<file path="config.mk">
export PLATFORM = sky130hd
export DESIGN_NAME = decoder_scan_sequencer
export DESIGN_NICKNAME = d
export VERILOG_FILES = /design/src/rtl/decoder_scan_sequencer_pkg.sv /design/src/rtl/decoder_scan_sequencer_mask_next_index.sv /design/src/rtl/decoder_scan_sequencer.sv
export SDC_FILE = /design/constraint.sdc
export NUM_CORES = 1
export LEC_CHECK = 0
export ABC_AREA = 1
export CORE_ASPECT_RATIO = 1.75
export CORE_UTILIZATION = 36
export DETAILED_ROUTE_END_ITERATION = 12
export DONT_BUFFER_PORTS = 1
export HOLD_SLACK_MARGIN = 0.08
export RECOVER_POWER = 25
export SYNTH_ARGS = -nofsm -noshare
export SYNTH_HDL_FRONTEND = slang
export SYNTH_SLANG_ARGS = --single-unit
</file>
<file path="constraint.sdc">
create_clock -name clk -period 2.05 [get_ports clk]
set_input_delay 0.41 -clock clk [delete_from_list [all_inputs] [get_ports clk]]
set_output_delay 0.41 -clock clk [all_outputs]
set_load 0.02 [all_outputs]
</file>
<file path="src/rtl/decoder_scan_sequencer_pkg.sv">
// scan_pkg: shared state encoding and digit geometry for the scan sequencer and decoder benches.
// Exports state_t (IDLE, ACTIVE, BLANK), SEL_W (select width) and NUM_DIGITS (mask width).
package scan_pkg;
   localparam int SEL_W = 3;
   localparam int NUM_DIGITS = 8;
   typedef enum logic [1:0] {IDLE, ACTIVE, BLANK} state_t;
endpackage

</file>
<file path="src/rtl/decoder_scan_sequencer_mask_next_index.sv">
// mask_next_index: picks the next enabled digit above cur, wrapping to the lowest enabled digit.
// Ports: mask (digit enables), cur (current index) -> nxt (next index), wrap (nxt <= cur), any_set (mask != 0).
module mask_next_index
   import scan_pkg::*;
(
   input  logic [NUM_DIGITS-1:0] mask,
   input  logic [SEL_W-1:0]      cur,
   output logic [SEL_W-1:0]      nxt,
   output logic                  wrap,
   output logic                  any_set
);
   logic [SEL_W-1:0] low, high;
   logic found;
   // Descending scan: the last hit written is the lowest qualifying index.
   always_comb begin
      low = '0;
      high = '0;
      found = 1'b0;
      for (int i = NUM_DIGITS - 1; i >= 0; i--) begin
         if (mask[i]) low = SEL_W'(i);
         if (mask[i] && SEL_W'(i) > cur) begin
            high = SEL_W'(i);
            found = 1'b1;
         end
      end
   end
   assign any_set = |mask;
   assign nxt = found ? high : low;
   assign wrap = !found;
endmodule

</file>
<file path="src/rtl/decoder_scan_sequencer.sv">
// decoder_scan_sequencer: drives 3-to-8 decoder select/enable, dwelling on each masked digit with blanking gaps.
// Ports: clk, rst (sync, active-high), run, mask -> sel ({a,b,c}), en (e), tick (digit start), frame_done (wrap).
module decoder_scan_sequencer
   import scan_pkg::*;
#(
   parameter int PRESCALE = 100000,
   parameter int BLANK_CYCLES = 16
)(
   input  logic                  clk,
   input  logic                  rst,
   input  logic                  run,
   input  logic [NUM_DIGITS-1:0] mask,
   output logic [SEL_W-1:0]      sel,
   output logic                  en,
   output logic                  tick,
   output logic                  frame_done
);
   localparam int CW = $clog2((PRESCALE > BLANK_CYCLES ? PRESCALE : BLANK_CYCLES) + 1);
   localparam logic [CW-1:0] P_LAST = CW'(PRESCALE - 1);
   localparam logic [CW-1:0] B_LAST = CW'(BLANK_CYCLES > 0 ? BLANK_CYCLES - 1 : 0);
   state_t state;
   logic [CW-1:0] cnt;
   logic [SEL_W-1:0] cur, nxt;
   logic wrap, any_set;
   // From IDLE, presenting the top index makes the selector return the lowest set bit.
   assign cur = (state == IDLE) ? SEL_W'(NUM_DIGITS - 1) : sel;
   mask_next_index u_next (
      .mask    (mask),
      .cur     (cur),
      .nxt     (nxt),
      .wrap    (wrap),
      .any_set (any_set)
   );
   always_ff @(posedge clk) begin
      tick <= 1'b0;
      frame_done <= 1'b0;
      if (rst) begin
         state <= IDLE;
         cnt <= '0;
         sel <= '0;
         en <= 1'b0;
      end else if (!run) begin
         state <= IDLE;
         cnt <= '0;
         en <= 1'b0;
      end else if ((state == ACTIVE && cnt != P_LAST) || (state == BLANK && cnt != B_LAST)) begin
         cnt <= cnt + CW'(1);
      end else if (state == ACTIVE && BLANK_CYCLES != 0) begin
         state <= BLANK;
         en <= 1'b0;
         cnt <= '0;
      end else if (any_set) begin
         // Digit start: entry from IDLE never reports a frame wrap.
         state <= ACTIVE;
         sel <= nxt;
         en <= 1'b1;
         tick <= 1'b1;
         frame_done <= wrap && state != IDLE;
         cnt <= '0;
      end else begin
         state <= IDLE;
         en <= 1'b0;
         cnt <= '0;
      end
   end
endmodule

</file>
==> reports/summary.log, run 1 <==
qor: setup_path.timing.setup.critical_path_class flop to flop
qor: yosys.synth_top_area_cells dfxtp_1 (33%), nand2_1 (13%), nor2_1 (11%)
qor: yosys.share_of_flip_flops_with_an_asynchronous_set_or_reset_after_synthesis 0%
qor: min_path.hp-start rst
qor: yosys.synth_enable_flop_cells 0
qor: cts.postCtsResizedCells 0
qor: setup_path.crit_path_start_kind flop
qor: floorplan.core-area 3866 sq um
qor: setup_path.cpPeakStageDelay 0.35 ns
qor: global_routing.grt_pass1_vias 1,300
qor: power.peakVddDrop 0.2784 mV
qor: yosys.synth-seq-cells 24
qor: cts.cts_tree built
qor: final_layout.fin_nets 241
qor: yosys.yosysMostFrequentCell nand2_1
qor: setup_path.r2r_slack 0.36 ns
qor: drt.remaining_drc_errors 0
qor: yosys.syn_area 1454 sq um
qor: cts.cts.hold.buffers_added 0
qor: setup_path.rr_endpoint sel[1]
qor: cts.cts-root-to-sink-buffers 2
qor: global_routing.antenna_found_initial 0
qor: cts.cts_inserted_buffers 3
qor: drt.length_of_the_first_detailed_routing_pass_in_iterations 4
qor: setup_path.maximum_fanout_along_the_worst_path 5
qor: place.place.detailed.instances 272
qor: place.buffer_ports.inserted 0
qor: floorplan.std_cell_rows 30
qor: yosys.synth_cell_type_count 27
qor: sta.timing.final.crit_share 82.24%
qor: cts.ctsRootBufferMaster clkbuf_8
qor: sta.tns 0 ns
qor: place.place_hpwl 2568 um
qor: yosys.synth_commonest_cells nand2_1 (49), nor2_1 (42), inv_1 (35), dfxtp_1 (24), nand3_1 (17)
qor: flow_run.maxCapViolations 0
qor: min_path.holdCritPathClass input port to flop
qor: setup_path.crit_path_cell_trace clkbuf_1 > inv_1 > nand2_1 > nor2_1 > nand2_1 > nand3_1 > nor2_1 > nand2_1 > nand2_1 > nor2_1 > nor2_1
qor: setup_path.crit_slowest_cell clkbuf_1
qor: floorplan.die_w 50.04 um
qor: drt.drt_iter0_drc 21
qor: sta.finalWorstPathRequiredPeriod 1.686 ns
qor: sta.maxSlewHeadroom 70.51%
qor: sta.finClkSkew 0.009765 ns
qor: yosys.synth.net_count 235
qor: yosys.synthCells 223
qor: power.pwr_density_cell 626.8 nW/um^2
qor: sta.setup_viol_count_final 0
qor: cts.clk_transition_reported_paths 0.08 ns
qor: setup_path.reg2regPathDepth 11
qor: setup_path.cp-end-kind flop
qor: sta.hold_ws 0.3478 ns
qor: place.place.gp.congestion 0.7681
qor: drt.detailroute.via_count 1,300
qor: sta.fmax 0.5931 GHz
qor: global_routing.grt-ovfl-total 0
qor: sta.rsz0062_at_grt false
qor: global_routing.wire_length_of_the_first_global_routing_pass 5299 um
qor: cts.cts.sinks 24
qor: cts.htree_num_levels 1
qor: setup_path.required 2.25 ns
qor: global_routing.grtUsageTotal 15.98%
qor: floorplan.chipHeight 86.07 um
qor: setup_path.arrival 1.89 ns
qor: yosys.synth-seq-area-share 33.05%
qor: final_layout.count_of_non_filler_cells_in_the_finished_layout 276
qor: setup_path.timing.critical_path.from sel[2]
qor: floorplan.die-area 4307 sq um
qor: drt.remaining_number_of_nets_flagged_by_the_antenna_check_after_routing 0
qor: outcome.outcome complete, no violations
qor: setup_path.critical_path.endpoint sel[1]
qor: cts.clock_latency 0.27 ns
qor: yosys.synth.avg_cell_area 6.520 sq um
qor: setup_path.worst_r2r_startpoint sel[2]
qor: floorplan.start_util 37.61%
qor: power.leakagePower 0.7142 nW
qor: yosys.yosysTopAreaCell dfxtp_1
qor: final_layout.diodes 0
qor: yosys.synth_warnings 0
qor: sta.finalMaxSlewViolations 0
qor: final_layout.layout-area-overhead-vs-synth 6.454%
qor: sta.hold_viol_final 0
qor: cts.postCtsSetupRepairBufs 0
qor: drt.finalWirelength 3036 um
qor: yosys.ys.flop_type dfxtp_1
qor: sta.tightestPinTransition 0.4424 ns
qor: global_routing.grt_max_degree 18
qor: floorplan.ioPinCount 17
qor: drt.viasPerCell 4.710
qor: final_layout.drive_gt1_share 7.895%
qor: drt.wire_length_per_cell_after_detailed_routing 11.00 um
qor: yosys.netlist.area_leader.share 33.05%
## layer usage
metal | up-vias | share of wire, % | track usage, %
met5 | - | 0 | 0
met4 | 0 | 3.7 | 10.13
met3 | 8 | 1.8 | 0.8865
met2 | 23 | 56 | 32.00
met1 | 571 | 38 | 14.69
li1 | 698 | - | -
## power breakdown
part	internal (mW)	total (mW)	switching, mW
registers	0.479	0.490	0.0107
clock network	0.171	0.321	0.150
logic	0.0476	0.160	0.112
## registers in the layout, indices dropped and copies added, names as in the netlist
register    count
state           2
cnt            17
tick            1
sel             3
frame_done      1
## metrics by stage
step           instance area, sq um  total power, mW  util (%)  worst slack, ns
3_3_place_gp                   1510           0.6700     39.06           0.4565
5_1_grt                        1548            1.017     40.03           0.1505
3_5_place_dp                   1510           0.6700     39.06           0.4443
6_report                       1548           0.9701     40.03           0.3641
4_1_cts                        1565           0.9901     40.49           0.4282
2_1_floorplan                  1454           0.6262         -           0.6059
## logic make-up after synthesis
kind of cell / after synthesis / synth area share, %
XOR/XNOR: 8 / 4.819
flip-flops: 24 / 33.05
buffers and inverters: 40 / 11.88
adder cells (fa/ha/maj): 1 / 0.8604
AO/OA/AOI/OAI: 16 / 6.025
AND/OR/NAND/NOR: 134 / 43.37
## final cells by class
| class | instances | area [sq um] |
|---|---|---|
| clock buffers | 4 | 55.05 |
| fillers | 427 | 2318 |
| inverters | 37 | 138.9 |
| multi-input cells | 159 | 798.3 |
| flip-flops and latches | 24 | 480.5 |
| well taps | 48 | 60.06 |
| repair buffers | 4 | 15.01 |
## how the worst min path moves through the flow
stage / cells after the start / end / slack, ns
detailed placement: 1 / cnt[0] / 0.43
global route: 3 / sel[2] / 0.37
CTS: 3 / state[1] / 0.34
floorplan: 1 / cnt[0] / 0.42
finish: 3 / state[1] / 0.35
global placement: 1 / cnt[0] / 0.43
## placed cells by master (no fill, tap or decap)
cell      instances
xor2_1            6
inv_1            35
nor2_4            2
a21oi_2           1
nand3b_1          2
or2_0             1
o21bai_1          1
a21oi_1           6
a31oi_1           1
nor2_2            3
nand4_1           3
clkbuf_8          4
nand2_2           2
ha_1              1
or2_1             1
nand4_2           2
nor3b_1           4
xnor2_1           2
dfxtp_1          24
o21ai_0           7
inv_2             2
nor3_4            1
nor2_1           42
nor3_1            3
nand3_1          17
clkbuf_1          4
nand2_1          50
nand2_4           1
## critical path: cells and delay by family (launching register included)
family	cells	cell delay [ns]
buffers and inverters	2	0.43
DFF	1	0.33
and+or+nand+nor	9	0.85
Note: power is estimated with default switching activity, not from simulation.
==> run 2, diff against run 1 <==
Settings changed: ABC_AREA 1 to 0.
Clock period 2.05 ns to 1.52 ns, I/O delays scaled along.
==> run 2 against run 1 <==
  * The flow now finishes with violations (negative setup slack)
  * Clock skew is 0.0040 ns lower
  * Worst setup slack worse by 0.41 ns
  * Sequential share of layout area shrank 6.0 points
  * Via count up 8.1%
  * Count of clock-buffer cells in the layout down 1
  * Fmax rose by 7.6%
  * Final cell count fell by 8.0%
  * Sequential cell count stayed put
  * Area after synthesis decreased by 4.3%
  * Die area decreased by 4.2%
==> reports/summary.log, run 2 <==
qor: sta.finClkSkew 0.005733 ns [-0.004032 ns]
qor: yosys.share_of_flip_flops_with_an_asynchronous_set_or_reset_after_synthesis 0% [unchanged]
qor: sta.rsz0062_at_grt true
qor: place.detailed_place.area 1648 sq um [+9.1%]
qor: setup_path.cp-end-kind flop
qor: yosys.netlist.area_leader.share 34.53% [+1.5 points]
qor: cts.cts.sinks 24 [unchanged]
qor: final_layout.layout-area-overhead-vs-synth 40.92%
qor: yosys.synth_cell_type_count 48 [+78%]
qor: floorplan.ioPinCount 17 [unchanged]
qor: final_layout.mostFrequentLayoutCells buf_4 (30), nor2_1 (29), dfxtp_1 (16)
qor: sta.fmax 0.6381 GHz [+7.6%]
qor: global_routing.antenna_found_initial 0 [unchanged]
qor: outcome.failed_checks negative setup slack
qor: yosys.yosysTopAreaCell dfxtp_1
qor: floorplan.die-area 4127 sq um [-4.2%]
qor: setup_path.arrival 1.74 ns [-0.15 ns]
qor: drt.detailroute.via_count 1,405 [+8.1%]
qor: yosys.synth_warnings 0 [unchanged]
qor: setup_path.maximum_fanout_along_the_worst_path 8 [+3]
qor: setup_path.timing.setup.critical_path_class flop to flop
qor: sta.hold_viol_final 0 [unchanged]
qor: setup_path.required 1.69 ns [-0.56 ns]
qor: setup_path.crit_path_start_kind flop
qor: cts.clk_transition_reported_paths 0.09 ns [about the same]
qor: setup_path.r2r_slack -0.05 ns [-0.41 ns]
qor: place.buffer_ports.inserted 0 [unchanged]
qor: cts.cts_inserted_buffers 3 [unchanged]
qor: yosys.synthCells 175 [-22%]
qor: global_routing.grt-ovfl-total 0 [unchanged]
qor: drt.viasPerCell 5.531 [+17%]
qor: setup_path.worst_r2r_startpoint cnt[6]
qor: yosys.synth-seq-cells 24 [unchanged]
qor: drt.wire_length_per_cell_after_detailed_routing 16.27 um [+48%]
qor: power.leakagePower 0.6996 nW [-2.0%]
qor: yosys.ys.flop_type dfxtp_1
qor: sta.tightestPinTransition 0.4405 ns [-0.001921 ns]
qor: global_routing.grt_max_degree 18 [unchanged]
qor: drt.remaining_number_of_nets_flagged_by_the_antenna_check_after_routing 0 [unchanged]
qor: floorplan.std_cell_rows 29 [-3.3%]
qor: final_layout.final_core_util 53.50% [+13 points]
qor: sta.finalMaxSlewViolations 0 [unchanged]
qor: flow_run.maxCapViolations 0 [unchanged]
qor: floorplan.start_util 37.97% [+0.36 points]
qor: yosys.syn_area 1391 sq um [-4.3%]
qor: final_layout.final_common_cell buf_4
qor: sta.setup_viol_count_final 18 [+18]
qor: min_path.hp-start rst
qor: drt.remaining_drc_errors 0 [unchanged]
qor: global_routing.grt_pass1_vias 1,407 [+8.2%]
qor: min_path.timing.hold.worst_path_depth 1 [-2]
qor: cts.ctsRootBufferMaster clkbuf_8
qor: sta.timing.final.crit_share 103.1% [+21 points]
qor: yosys.synth.avg_cell_area 7.950 sq um [+22%]
qor: min_path.holdCritPathClass input port to flop
qor: drt.length_of_the_first_detailed_routing_pass_in_iterations 4 [unchanged]
qor: power.pwr_density_cell 743.9 nW/um^2 [+19%]
qor: drt.drt_iter0_drc 44 [+110%]
qor: cts.cts-root-to-sink-buffers 2 [unchanged]
qor: global_routing.grtUsageTotal 18.86% [+2.9 points]
qor: final_layout.seq_area 490.5 sq um [+2.1%]
qor: final_layout.n_fill_cell 340 [-20%]
qor: final_layout.largest_register cnt
qor: cts.cts_tree built
qor: final_layout.drive_gt1_share 37.98% [+30 points]
qor: final_layout.fin_nets 221 [-8.3%]
qor: final_layout.diodes 0 [unchanged]
qor: yosys.synth_top_area_cells dfxtp_1 (35%), nor2_1 (10%), xnor2_1 (6.9%)
qor: min_path.hold-path-endpoint sel[2]
qor: global_routing.wire_length_of_the_first_global_routing_pass 6009 um [+13%]
qor: sta.hold_ws 0.08857 ns [-0.2593 ns]
qor: final_layout.multi_input_comb_area 982.2 sq um [+23%]
qor: cts.htree_num_levels 1 [unchanged]
qor: floorplan.die_w 49.00 um [-2.1%]
qor: place.place_hpwl 2812 um [+9.5%]
qor: final_layout.stdcell_area 1961 sq um [+27%]
qor: sta.finalWorstPathRequiredPeriod 1.567 ns [-0.1189 ns]
qor: yosys.synth_commonest_cells nor2_1 (37), dfxtp_1 (24), nand2_1 (12), xnor2_1 (11)
qor: floorplan.core-area 3665 sq um [-5.2%]
qor: drt.finalWirelength 4133 um [+36%]
qor: outcome.outcome finished, violations left
qor: yosys.yosysMostFrequentCell nor2_1
qor: setup_path.reg2regPathDepth 6 [-5]
qor: yosys.synth_enable_flop_cells 0 [unchanged]
qor: cts.clock_latency 0.27 ns [about the same]
qor: place.place_worst_setup_slack -0.1054 ns [-0.5496 ns]
qor: place.place.gp.congestion 0.8663 [+13%]
qor: yosys.synth-seq-area-share 34.53% [+1.5 points]
qor: sta.setup_ws -0.04709 ns [-0.4111 ns]
qor: sta.maxSlewHeadroom 70.53% [about the same]
qor: setup_path.rr_endpoint cnt[10]
qor: floorplan.chipHeight 84.24 um [-2.1%]
qor: power.peakVddDrop 0.9734 mV [+250%]
qor: final_layout.largest_reg_flops 17 [unchanged]
qor: final_layout.reg.largest.list cnt x17, sel x3, state x2
qor: yosys.synth.net_count 187 [-20%]
## run 2: cell count changes after synthesis, moves of 3 or more
cell	change
inv_1	-26
o21ai_0	-3
nand2_2	-3
a21oi_1	+3
nor2_1	-5
o22ai_1	+3
nand2_1	-37
nand3_1	-8
nor4_1	+3
xnor2_1	+9
nor3b_1	-4
## run 2: power by group
part / internal [mW] / switching, mW
registers: 0.641 / 0.0156
logic: 0.118 / 0.122
clock network: 0.352 / 0.209
## run 2: worst max-delay path by stage
stage	start	slack [ns]	depth (start not counted)	endpoint
after global routing	cnt[11]	-0.1	6	cnt[10]
after CTS	cnt[0]	-0.008	5	sel[1]
final	cnt[6]	-0.05	6	cnt[10]
after floorplan	state[0]	-0.001	6	sel[0]
after detailed placement	cnt[1]	-0.11	5	frame_done
after global placement	state[1]	-0.09	4	frame_done
## run 2: area by class of cell
cell class,instances,share of cell area (%)
Inverter,9,1.723
Clock buffer,3,2.106
Tap cell,46,2.936
Timing Repair Buffer,35,16.59
Sequential cell,24,25.02
Multi-Input combinational cell,136,50.10
Clock inverter,1,1.532
## run 2: through the flow
stage / std cells / TNS, ns / power (mW)
finish: 254 / -0.4838 / 1.459
CTS: 248 / -0.007634 / 1.435
detailed placement: 243 / -0.6336 / 0.8670
global placement: 243 / -0.1371 / 0.8649
global route: 254 / -1.562 / 1.513
floorplan: 175 / -0.001413 / 0.7924
## run 2: critical path: stages, from the launching register on
cell and delay, ns:
dfxtp_2 0.36, nor4_4 0.33, nand3_2 0.17, o21ai_2 0.21, a21o_4 0.20, clkbuf_16 0.16
nor2_1 0.04
## run 2: routing by layer
metal	global-route usage, %	vias to the layer above	wire length, um
met5	0	-	0
met4	10.96	0	127
met3	2.174	13	124
met2	37.50	39	2437
met1	17.61	671	1443
li1	-	682	-
## run 2: logic make-up after synthesis
group / count (synthesis) / synth area share (%)
xor gates and xnor gates: 15 / 9.442
buffers and inverters: 15 / 5.935
AOI/OAI and AO/OA: 36 / 18.08
adders and majority gates: 1 / 0.8991
and+or+nand+nor: 84 / 31.12
DFF: 24 / 34.53
## run 2: timing repair
| action | CTS | global route |
|---|---|---|
| endpoints found under the hold margin | 0 | 2 |
| gates resized for setup | 10 | 26 |
| endpoints found under the setup margin | 22 | 21 |
| pin swaps | 4 | 7 |
| hold buffers | 0 | 1 |
| gates cloned | 0 | 2 |
| setup buffers | 1 | 3 |
==> run 3, diff against run 2 <==
Settings changed: SYNTH_HIERARCHICAL from default to 1.
==> run 3 against run 2 <==
  * Hold slack better by 0.012 ns
  * Die area is 4.4% higher
  * Utilization is 2.2 points higher
  * Global-route usage is 1.8 points higher
  * Critical path depth is 3 higher
  * First-iteration DRC count is 34% lower
  * Count of clock-buffer cells in the layout is 1 higher
  * Critical path type unchanged
  * The run still ends with negative setup slack left
  * Register-to-register slack worse by 0.23 ns
  * Combinational power is 34% higher
  * Design area is 9.9% higher
  * Area after synthesis is 4.5% higher
==> reports/summary.log, run 3 <==
qor: final_layout.largest_reg_flops 17 [unchanged]
qor: yosys.synth_compound_gate_area_share 22.46% [+4.4 points]
qor: sta.rsz0062_at_grt true
qor: floorplan.die-area 4307 sq um [+4.4%]
qor: setup_path.worst_r2r_startpoint state[0]
qor: power.pwr_density_cell 684.0 nW/um^2 [-8.1%]
qor: yosys.ys.flop_type dfxtp_1
qor: sta.setup_ws -0.2810 ns [-0.2339 ns]
qor: setup_path.cp-end-kind flop
qor: final_layout.layout-area-overhead-vs-synth 48.19%
qor: setup_path.arrival 1.95 ns [+0.21 ns]
qor: yosys.synth.net_count 178 [-4.8%]
qor: setup_path.timing.critical_path.from state[0]
qor: cts.cts.sinks 24 [unchanged]
qor: final_layout.final_common_cell buf_4
qor: place.place_hpwl 3234 um [+15%]
qor: min_path.timing.hold.worst_path_depth 1 [unchanged]
qor: yosys.synth_top_area_cells dfxtp_1 (33%), xnor2_1 (5.4%), nand2b_1 (5.2%)
qor: global_routing.antenna_found_initial 0 [unchanged]
qor: power.leakagePower 0.7278 nW [+4.0%]
qor: yosys.post_synth_and_or_nand_nor_area_fraction 31.33% [+0.21 points]
qor: sta.tightestPinTransition 0.5333 ns [+0.09288 ns]
qor: drt.viasPerCell 5.712 [+3.3%]
qor: yosys.synth-seq-area-share 33.05% [-1.5 points]
qor: yosys.yosysTopAreaCell dfxtp_1
qor: final_layout.stdcell_area 2155 sq um [+9.9%]
qor: drt.wire_length_per_cell_after_detailed_routing 16.78 um [+3.1%]
qor: floorplan.core-area 3866 sq um [+5.5%]
qor: setup_path.r2r_slack -0.28 ns [-0.23 ns]
qor: place.place.gp.congestion 0.8375 [-3.3%]
qor: final_layout.diodes 0 [unchanged]
qor: yosys.synth_enable_flop_cells 0 [unchanged]
qor: final_layout.mostFrequentLayoutCells buf_4 (38), dfxtp_1 (15), a21oi_2 (13)
qor: sta.finalMaxSlewViolations 0 [unchanged]
qor: cts.cts_tree built
qor: place.place.detailed.instances 244 [+0.41%]
qor: final_layout.reg.largest.list cnt x17, sel x3, state x2
qor: cts.ctsRootBufferMaster clkbuf_8
qor: drt.length_of_the_first_detailed_routing_pass_in_iterations 4 [unchanged]
qor: global_routing.grt_max_degree 15 [-3]
qor: min_path.holdCritPathClass input port to flop
qor: setup_path.timing.setup.critical_path_class flop to flop
qor: yosys.share_of_flip_flops_with_an_asynchronous_set_or_reset_after_synthesis 0% [unchanged]
qor: global_routing.grt-ovfl-total 0 [unchanged]
qor: setup_path.crit_path_start_kind flop
qor: final_layout.count_of_non_filler_cells_in_the_finished_layout 257 [+1.2%]
qor: cts.cts-root-to-sink-buffers 2 [unchanged]
qor: cts.htree_num_levels 1 [unchanged]
qor: global_routing.wire_length_of_the_first_global_routing_pass 6755 um [+12%]
qor: setup_path.rr_endpoint sel[0]
qor: sta.fmax 0.5553 GHz [-13%]
qor: min_path.hp-start rst
qor: drt.remaining_drc_errors 0 [unchanged]
qor: final_layout.n_fill_cell 343 [+0.88%]
qor: floorplan.std_cell_rows 30 [+3.4%]
qor: min_path.hold-path-endpoint frame_done
qor: yosys.synthAdderAreaFrac 0.8606% [-0.039 points]
qor: final_layout.largest_register cnt
qor: yosys.synth_commonest_cells dfxtp_1 (24), a21oi_1 (14), nand2b_1 (12), nor2_1 (12)
qor: floorplan.ioPinCount 17 [unchanged]
qor: drt.drt_iter0_drc 29 [-34%]
qor: floorplan.die_w 50.04 um [+2.1%]
qor: sta.timing.final.crit_share 118.5% [+15 points]
qor: floorplan.start_util 37.61% [-0.36 points]
qor: yosys.synthMuxAreaShare 2.065% [+2.1 points]
qor: yosys.yosys.area_share.xor_xnor 7.229% [-2.2 points]
qor: outcome.failed_checks negative setup slack
qor: floorplan.chipHeight 86.07 um [+2.2%]
qor: flow_run.maxCapViolations 0 [unchanged]
qor: setup_path.reg2regPathDepth 9 [+3]
qor: yosys.synth-seq-cells 24 [unchanged]
qor: final_layout.drive_gt1_share 52.15% [+14 points]
qor: drt.finalWirelength 4312 um [+4.3%]
qor: cts.clk_transition_reported_paths 0.09 ns [about the same]
qor: setup_path.required 1.67 ns [-0.02 ns]
qor: sta.finClkSkew 0.005581 ns [-0.0001515 ns]
qor: place.detailed_place.area 1858 sq um [+13%]
qor: sta.setup_viol_count_final 12 [-6]
qor: drt.remaining_number_of_nets_flagged_by_the_antenna_check_after_routing 0 [unchanged]
qor: place.place_worst_setup_slack -0.3058 ns [-0.2004 ns]
qor: drt.detailroute.via_count 1,468 [+4.5%]
qor: final_layout.fin_nets 222 [+0.45%]
qor: power.peakVddDrop 0.4973 mV [-49%]
qor: cts.clock_latency 0.27 ns [about the same]
qor: yosys.syn_area 1454 sq um [+4.5%]
qor: sta.hold_viol_final 0 [unchanged]
qor: global_routing.grt_pass1_vias 1,549 [+10%]
qor: yosys.synth_top_family_by_area simple AND/OR/NAND/NOR gates
qor: yosys.netlist.area_leader.share 33.05% [-1.5 points]
qor: outcome.outcome finished, violations left
qor: cts.cts.hold.buffers_added 0 [unchanged]
qor: power.post-layout-total-power 1.474 mW [+1.0%]
qor: cts.cts_inserted_buffers 3 [unchanged]
qor: yosys.synthCells 166 [-5.1%]
qor: yosys.synth_warnings 6 [+6]
qor: yosys.synth_cell_type_count 51 [+6.3%]
qor: yosys.synth.avg_cell_area 8.758 sq um [+10%]
qor: sta.finalWorstPathRequiredPeriod 1.801 ns [+0.2339 ns]
qor: sta.hold_ws 0.1002 ns [+0.01161 ns]
qor: setup_path.maximum_fanout_along_the_worst_path 5 [-3]
qor: sta.maxSlewHeadroom 63.98% [-6.5 points]
qor: global_routing.grtUsageTotal 20.64% [+1.8 points]
qor: yosys.yosysMostFrequentCell dfxtp_1
qor: place.buffer_ports.inserted 0 [unchanged]
-- run 3: how the worst max path moves through the flow --
stage	cells after the start	slack, ns	end
floorplan	9	-0.18	sel[0]
global placement	8	-0.28	sel[0]
detailed placement	8	-0.31	sel[0]
CTS	8	-0.28	sel[0]
global route	8	-0.37	sel[0]
finish	9	-0.28	sel[0]
-- run 3: cell type report --
type | count | area [sq um] | share of cell area [%]
Tap cell | 48 | 60.06 | 2.787
Sequential cell | 24 | 496.7 | 23.05
Inverter | 5 | 18.77 | 0.8711
Timing Repair Buffer | 43 | 341.6 | 15.85
Multi-Input combinational cell | 133 | 1171 | 54.36
Clock buffer | 4 | 66.31 | 3.078
-- run 3: power by group --
part	switching, mW	leakage [nW]	total (mW)	internal [mW]
clock network	0.210	0.0339	0.496	0.286
logic	0.155	0.495	0.322	0.166
registers	0.0140	0.199	0.656	0.642
-- run 3: metal layers --
metal  wire [um]  vias up  global-route usage, %  share of wire (%)
li1            -      703                      -                  -
met1        1392      702                  17.87                 32
met2        2558       45                  41.82                 59
met3         156       18                  2.482                3.6
met4         204        0                  12.73                4.7
met5           0        -                      0                  0
-- run 3: stage by stage --
stage	setup TNS [ns]	utilization, %
after floorplan	-0.3689	-
after global placement	-0.9286	48.06
after detailed placement	-1.250	48.06
after CTS	-0.7801	52.59
after global routing	-2.290	55.73
final	-0.9279	55.73
-- run 3: worst max-delay path: stages, from the launching register on --
cell and delay, ns:
dfxtp_4 0.37, nor2_4 0.04, or2_4 0.27, buf_4 0.16, nand2b_1 0.18, a21boi_0 0.16, o32ai_2 0.19, o311ai_2 0.15
nand2b_1 0.09, mux2i_1 0.07
-- run 3: timing repair --
item	4_1_cts	5_1_grt
pin swaps	5	8
setup buffers	6	2
endpoints found under the setup margin	10	23
gates cloned	0	1
gates resized for setup	17	26
-- run 3: cells by family (layout without fill, tap and decap cells) --
family | count (synthesis) | after routing
DFF | 24 | 24
muxes | 3 | 3
xor gates and xnor gates | 12 | 12
adders and majority gates | 1 | 1
AOI/OAI and AO/OA | 43 | 43
and+or+nand+nor | 74 | 74
buffers and inverters | 9 | 52
